==> src/rtl/exec_unit.sv <==
// exec_unit: execute stage of the 8-bit core.
// Takes one ALU operation per accepted start and produces a write-back
// request for the RegisterFile. MUL runs as an 8-step shift-add; every
// other op completes in a single EXEC cycle. Holds the core's Z/C flags.
//
// Ports:
//   clk, rst            rising-edge clock, async active-high reset
//   start, op, rd       request, opcode, destination register
//   src_a, src_b        operands (from RegisterFile read ports)
//   busy                high whenever the FSM is not in IDLE
//   done                one-cycle completion pulse (the WB cycle)
//   wb_en/addr/data     write-back request to the RegisterFile
//   flag_z, flag_c      zero and carry/borrow flags
//
// Handshake: start is sampled only while busy=0 (IDLE). When start=1 at
// an edge, op/rd/src_a/src_b are latched at that same edge and the
// request is accepted; start in any busy state is ignored, not queued.
module exec_unit #(
  parameter int DATA_W = 8,
  parameter int ADDR_W = 3
) (
  input  logic              clk,
  input  logic              rst,
  input  logic              start,
  input  logic [2:0]        op,
  input  logic [ADDR_W-1:0] rd,
  input  logic [DATA_W-1:0] src_a,
  input  logic [DATA_W-1:0] src_b,
  output logic              busy,
  output logic              done,
  output logic              wb_en,
  output logic [ADDR_W-1:0] wb_addr,
  output logic [DATA_W-1:0] wb_data,
  output logic              flag_z,
  output logic              flag_c
);

  localparam int SH_W  = $clog2(DATA_W);
  localparam int CNT_W = $clog2(DATA_W);

  localparam logic [2:0] OP_ADD = 3'b000;
  localparam logic [2:0] OP_SUB = 3'b001;
  localparam logic [2:0] OP_AND = 3'b010;
  localparam logic [2:0] OP_OR  = 3'b011;
  localparam logic [2:0] OP_XOR = 3'b100;
  localparam logic [2:0] OP_SHL = 3'b101;
  localparam logic [2:0] OP_MUL = 3'b110;
  localparam logic [2:0] OP_CMP = 3'b111;

  typedef enum logic [1:0] {IDLE, EXEC, MUL, WB} state_t;

  state_t              state;
  logic [2:0]          op_q;
  logic [ADDR_W-1:0]   rd_q;
  logic [DATA_W-1:0]   a_q;
  logic [DATA_W-1:0]   b_q;

  // Multiplier datapath: 16-bit accumulator and shifted multiplicand.
  logic [2*DATA_W-1:0] acc;
  logic [2*DATA_W-1:0] mcand;
  logic [2*DATA_W-1:0] acc_next;
  logic [DATA_W-1:0]   mplier;
  logic [CNT_W-1:0]    cnt;

  logic [DATA_W:0]     sum;
  logic [DATA_W:0]     diff;
  logic [DATA_W:0]     shl_wide;
  logic [DATA_W-1:0]   alu_res;
  logic                alu_c;

  assign busy = (state != IDLE);

  assign sum  = {1'b0, a_q} + {1'b0, b_q};
  // Bit DATA_W of the extended difference is the borrow (a < b).
  assign diff = {1'b0, a_q} - {1'b0, b_q};
  // One extra bit above the result catches the last bit shifted out;
  // a zero shift leaves it 0.
  assign shl_wide = {1'b0, a_q} << b_q[SH_W-1:0];
  assign acc_next = acc + (mplier[0] ? mcand : '0);

  always_comb begin
    alu_res = '0;
    alu_c   = 1'b0;
    case (op_q)
      OP_ADD: begin alu_res = sum[DATA_W-1:0];  alu_c = sum[DATA_W];  end
      OP_SUB,
      OP_CMP: begin alu_res = diff[DATA_W-1:0]; alu_c = diff[DATA_W]; end
      OP_AND: alu_res = a_q & b_q;
      OP_OR:  alu_res = a_q | b_q;
      OP_XOR: alu_res = a_q ^ b_q;
      OP_SHL: begin
        alu_res = shl_wide[DATA_W-1:0];
        alu_c   = shl_wide[DATA_W];
      end
      // MUL: only meaningful on the final iteration, when acc_next holds
      // the complete product.
      OP_MUL: begin
        alu_res = acc_next[DATA_W-1:0];
        alu_c   = |acc_next[2*DATA_W-1:DATA_W];
      end
      default: begin alu_res = '0; alu_c = 1'b0; end
    endcase
  end

  always_ff @(posedge clk or posedge rst) begin
    if (rst) begin
      state   <= IDLE;
      op_q    <= '0;
      rd_q    <= '0;
      a_q     <= '0;
      b_q     <= '0;
      acc     <= '0;
      mcand   <= '0;
      mplier  <= '0;
      cnt     <= '0;
      done    <= 1'b0;
      wb_en   <= 1'b0;
      wb_addr <= '0;
      wb_data <= '0;
      flag_z  <= 1'b0;
      flag_c  <= 1'b0;
    end else begin
      case (state)
        IDLE: begin
          if (start) begin
            op_q <= op;
            rd_q <= rd;
            a_q  <= src_a;
            b_q  <= src_b;
            if (op == OP_MUL) begin
              acc    <= '0;
              cnt    <= '0;
              mcand  <= {{DATA_W{1'b0}}, src_a};
              mplier <= src_b;
              state  <= MUL;
            end else begin
              state <= EXEC;
            end
          end
        end
        EXEC: begin
          // CMP only sets flags; the write-back data register keeps its value.
          if (op_q != OP_CMP) wb_data <= alu_res;
          wb_addr <= rd_q;
          flag_z  <= (alu_res == '0);
          flag_c  <= alu_c;
          done    <= 1'b1;
          // R0 is hardwired zero, so it is never written.
          wb_en   <= (op_q != OP_CMP) && (rd_q != '0);
          state   <= WB;
        end
        MUL: begin
          acc    <= acc_next;
          mcand  <= mcand << 1;
          mplier <= mplier >> 1;
          cnt    <= cnt + 1'b1;
          if (cnt == CNT_W'(DATA_W - 1)) begin
            wb_data <= alu_res;
            wb_addr <= rd_q;
            flag_z  <= (alu_res == '0);
            flag_c  <= alu_c;
            done    <= 1'b1;
            wb_en   <= (rd_q != '0);
            state   <= WB;
          end
        end
        WB: begin
          done  <= 1'b0;
          wb_en <= 1'b0;
          state <= IDLE;
        end
        default: state <= IDLE;
      endcase
    end
  end

endmodule

==> config.mk <==
export PLATFORM = sky130hd
export DESIGN_NAME = exec_unit
export DESIGN_NICKNAME = d
export VERILOG_FILES = /design/src/rtl/exec_unit.sv
export SDC_FILE = /design/constraint.sdc
export NUM_CORES = 1
export LEC_CHECK = 0
export CORE_ASPECT_RATIO = 1.75
export CORE_UTILIZATION = 59
export DETAILED_ROUTE_END_ITERATION = 8
export DONT_BUFFER_PORTS = 1
export PLACE_DENSITY = 0.78
export SYNTH_ARGS = -nofsm -noshare
export SYNTH_HDL_FRONTEND = slang
export SYNTH_SLANG_ARGS = --single-unit
==> constraint.sdc <==
create_clock -name clk -period 3 [get_ports clk]
set_clock_uncertainty 0.15 [all_clocks]
set_input_delay 0.3 -clock clk [delete_from_list [all_inputs] [get_ports clk]]
set_output_delay 0.3 -clock clk [all_outputs]
set_load 0.01 [all_outputs]
==> results.ini <==
[status]
run_status=finished, violations left
violations=negative setup slack

[synthesis]
avgSynthCellArea_um2=9.274
ys_top_cells_by_area=dfrtp_1, ha_1, mux2_2
yosys_warnings=0
yosys.cell_types.count=70
async_flop_share=1.000
synth.most_common_cell=dfrtp_1
synth.top_cell.area_share=0.3534
ys_seq_area_frac=0.3534
ys.flop_type=dfrtp_1
syn_inst=626
synthesis.nets=701
synth_edf_count=0
synth_commonest_cells=dfrtp_1, nand2_1, o21ai_0
synth_area_leader_cell=dfrtp_1
ys_ff_latch=82
syn_area_mm2=0.005806

[setup_path]
reg2reg_slack_ps=-60
cp.arrival_ps=3160
r2r_start=mcand[0]
crit_buf_inv=0
reg2reg_depth=10
crit_type=reg -> reg
cp_cell_sequence=and2_1, ha_2, fa_2, a21o_4, a221o_1, a21oi_2, a211oi_2, xor2_1, or4_1, o31a_1
crit_path_end_kind=flip-flop
slowest_stage=or4_1
path_depth=10
worstReg2RegEnd=flag_c
setup.worst_path.end=flag_c
startpoint_type=flip-flop
critPathLaunch=mcand[0]
cp_top_family=compound AO/OA/AOI/OAI gates
crit_required_ps=3090
cp_max_fo=3
cpPeakStageDelay_ps=400

[sta]
fin_crit_sh=1.021
maxSlewHeadroom=0.2628
fin_hold_ws_ps=4.625
slew_viol_final=0
fin_ws_ps=-64.11
worst_pin_slew_ps=1106
hold_viol=0
setup_viol=1
rsz0062_at_grt=true
fin_crit_ps=3064
fmax_ghz=0.3264

[clock_network]
h-tree-depth=3
cts_tree=done
cts_root_buf=clkbuf_16
worstSkewPairLatency_ps=350
clock-sinks=82
cts_buffers=9
clockBufferDepth=2
clkTransAtPathRegs_ps=70

[grt]
antenna_found_initial=0
grt_pass1_vias=5263
grt_max_degree=65
grt_overflow=0
track_usage=0.3364
grt_pass1_wl_um=26370

[placement]
hpwlAfterDp_um=12420
gp_congestion=0.9976
dpl_cell_area_mm2=0.006281
port_buffers=0

[layout]
fillCellCount=697
diodes=0
areaGrowthSynthToFinish_pct=20.73
fin_nets=766
multi_input_area_mm2=0.003627
fin_util=0.7358
design_area_mm2=0.007009
register_area_mm2=0.002052
drive_gt1_frac=0.2170

[die]
die_w_um=76.99
initial_core_util=0.6094
core_region_area_mm2=0.009527
die-area_mm2=0.01026
rows=47
die_h_um=133.2
io_pins=41

[drt]
ant_nets=0
dr.pass1.iters=5
vias=5119
routedWlPerCell_um=20.49
drtIter0Drc=322
wl_um=16760
via_per_inst=6.258
drcViolationCount=0

[hold_path]
hp-class=in -> reg
whs_path_depth=2

[power]
ir_drop_mv=0.8780
leakagePower_uw=0.003277
powerDensity_mw_per_mm2=1216
p_total_uw=8522

[run]
cap_violations=0

-- registers in the layout, indices dropped and copies added (netlist names), 2 cells and up --
| signal | flops |
|---|---|
| cnt | 3 |
| a_q | 8 |
| b_q | 8 |
| acc | 16 |
| state | 2 |
| wb_data | 8 |
| wb_addr | 3 |
| mcand | 16 |
| op_q | 3 |
| mplier | 8 |
| rd_q | 3 |
-- timing repair --
action	CTS	global route
hold buffers	23	0
gates cloned	0	0
setup buffers	4	4
hold endpoints to repair	85	0
setup endpoints to repair	3	7
pin swaps	6	11
resized for setup	2	29
-- layout make-up --
type                            instances  share of cell area
Clock buffer                            9             0.03213
Clock inverter                          7             0.01160
Inverter                               37             0.01999
Multi-Input combinational cell        474              0.5175
Sequential cell                        82              0.2928
Tap cell                              122             0.02178
Timing Repair Buffer                   87              0.1042
-- cells in the final DEF, fill, tap and decap left out, types with 8 or more instances in the layout --
cell           netlist  final
buf_4                0     61
ha_1                47     44
dlygate4sd3_1        0     23
nand3_1             10     10
a21oi_1             27     24
nor3_1              16     16
mux2i_1             21     20
o21ai_0             48     46
inv_1               36     35
nand2b_1            10     10
nand2_1             78     78
a22o_1               8      8
nor2_1              25     25
mux2_2              32     32
and2_1              18     17
dfrtp_1             82     82
clkbuf_16            0      9
-- kinds of logic (layout without fill, tap and decap cells) --
family | count (synthesis) | after routing | share of synthesized area
DFF | 82 | 82 | 0.3534
AOI/OAI and AO/OA | 161 | 161 | 0.1912
and+or+nand+nor | 193 | 193 | 0.1625
buffers and inverters | 70 | 140 | 0.04785
xor gates and xnor gates | 13 | 13 | 0.01961
adders and majority gates | 50 | 50 | 0.1116
muxes | 57 | 57 | 0.1138
-- stage by stage --
step / setup TNS [ps] / std cells / setup slack, ps
CTS: -62.00 / 816 / -41.65
finish: -64.11 / 818 / -64.11
floorplan: 0 / 626 / 10.82
global route: -268.4 / 818 / -154.4
global placement: -36.27 / 773 / -18.66
detailed placement: -155.1 / 773 / -102.8
-- power breakdown --
| part | total (uW) | internal (uW) | switching, uW |
|---|---|---|---|
| logic | 5350 | 2420 | 2930 |
| registers | 2050 | 1560 | 489 |
| clock network | 1130 | 593 | 536 |
| total | 8520 | 4570 | 3950 |
-- how the worst min path moves through the flow --
stage / from / to / slack [ps]
floorplan: mplier[1] / mplier[1] / 300
global placement: rst / cnt[2] / 300
detailed placement: rd[0] / rd_q[0] / 300
CTS: src_a[2] / mcand[2] / 0.2
global route: src_b[6] / mplier[6] / 10
finish: src_a[5] / mcand[5] / 5
-- layer usage --
metal  part of all wire  vias up  global-route usage  wire length, um
met2               0.52      176              0.5878             8698
met4              0.071        0              0.2600             1196
li1                   -     2390                   -                -
met1               0.37     2482              0.3578             6224
met5                  0        -                   0                0
met3              0.038       71             0.05274              641
Note: power is estimated with default switching activity, not from simulation.
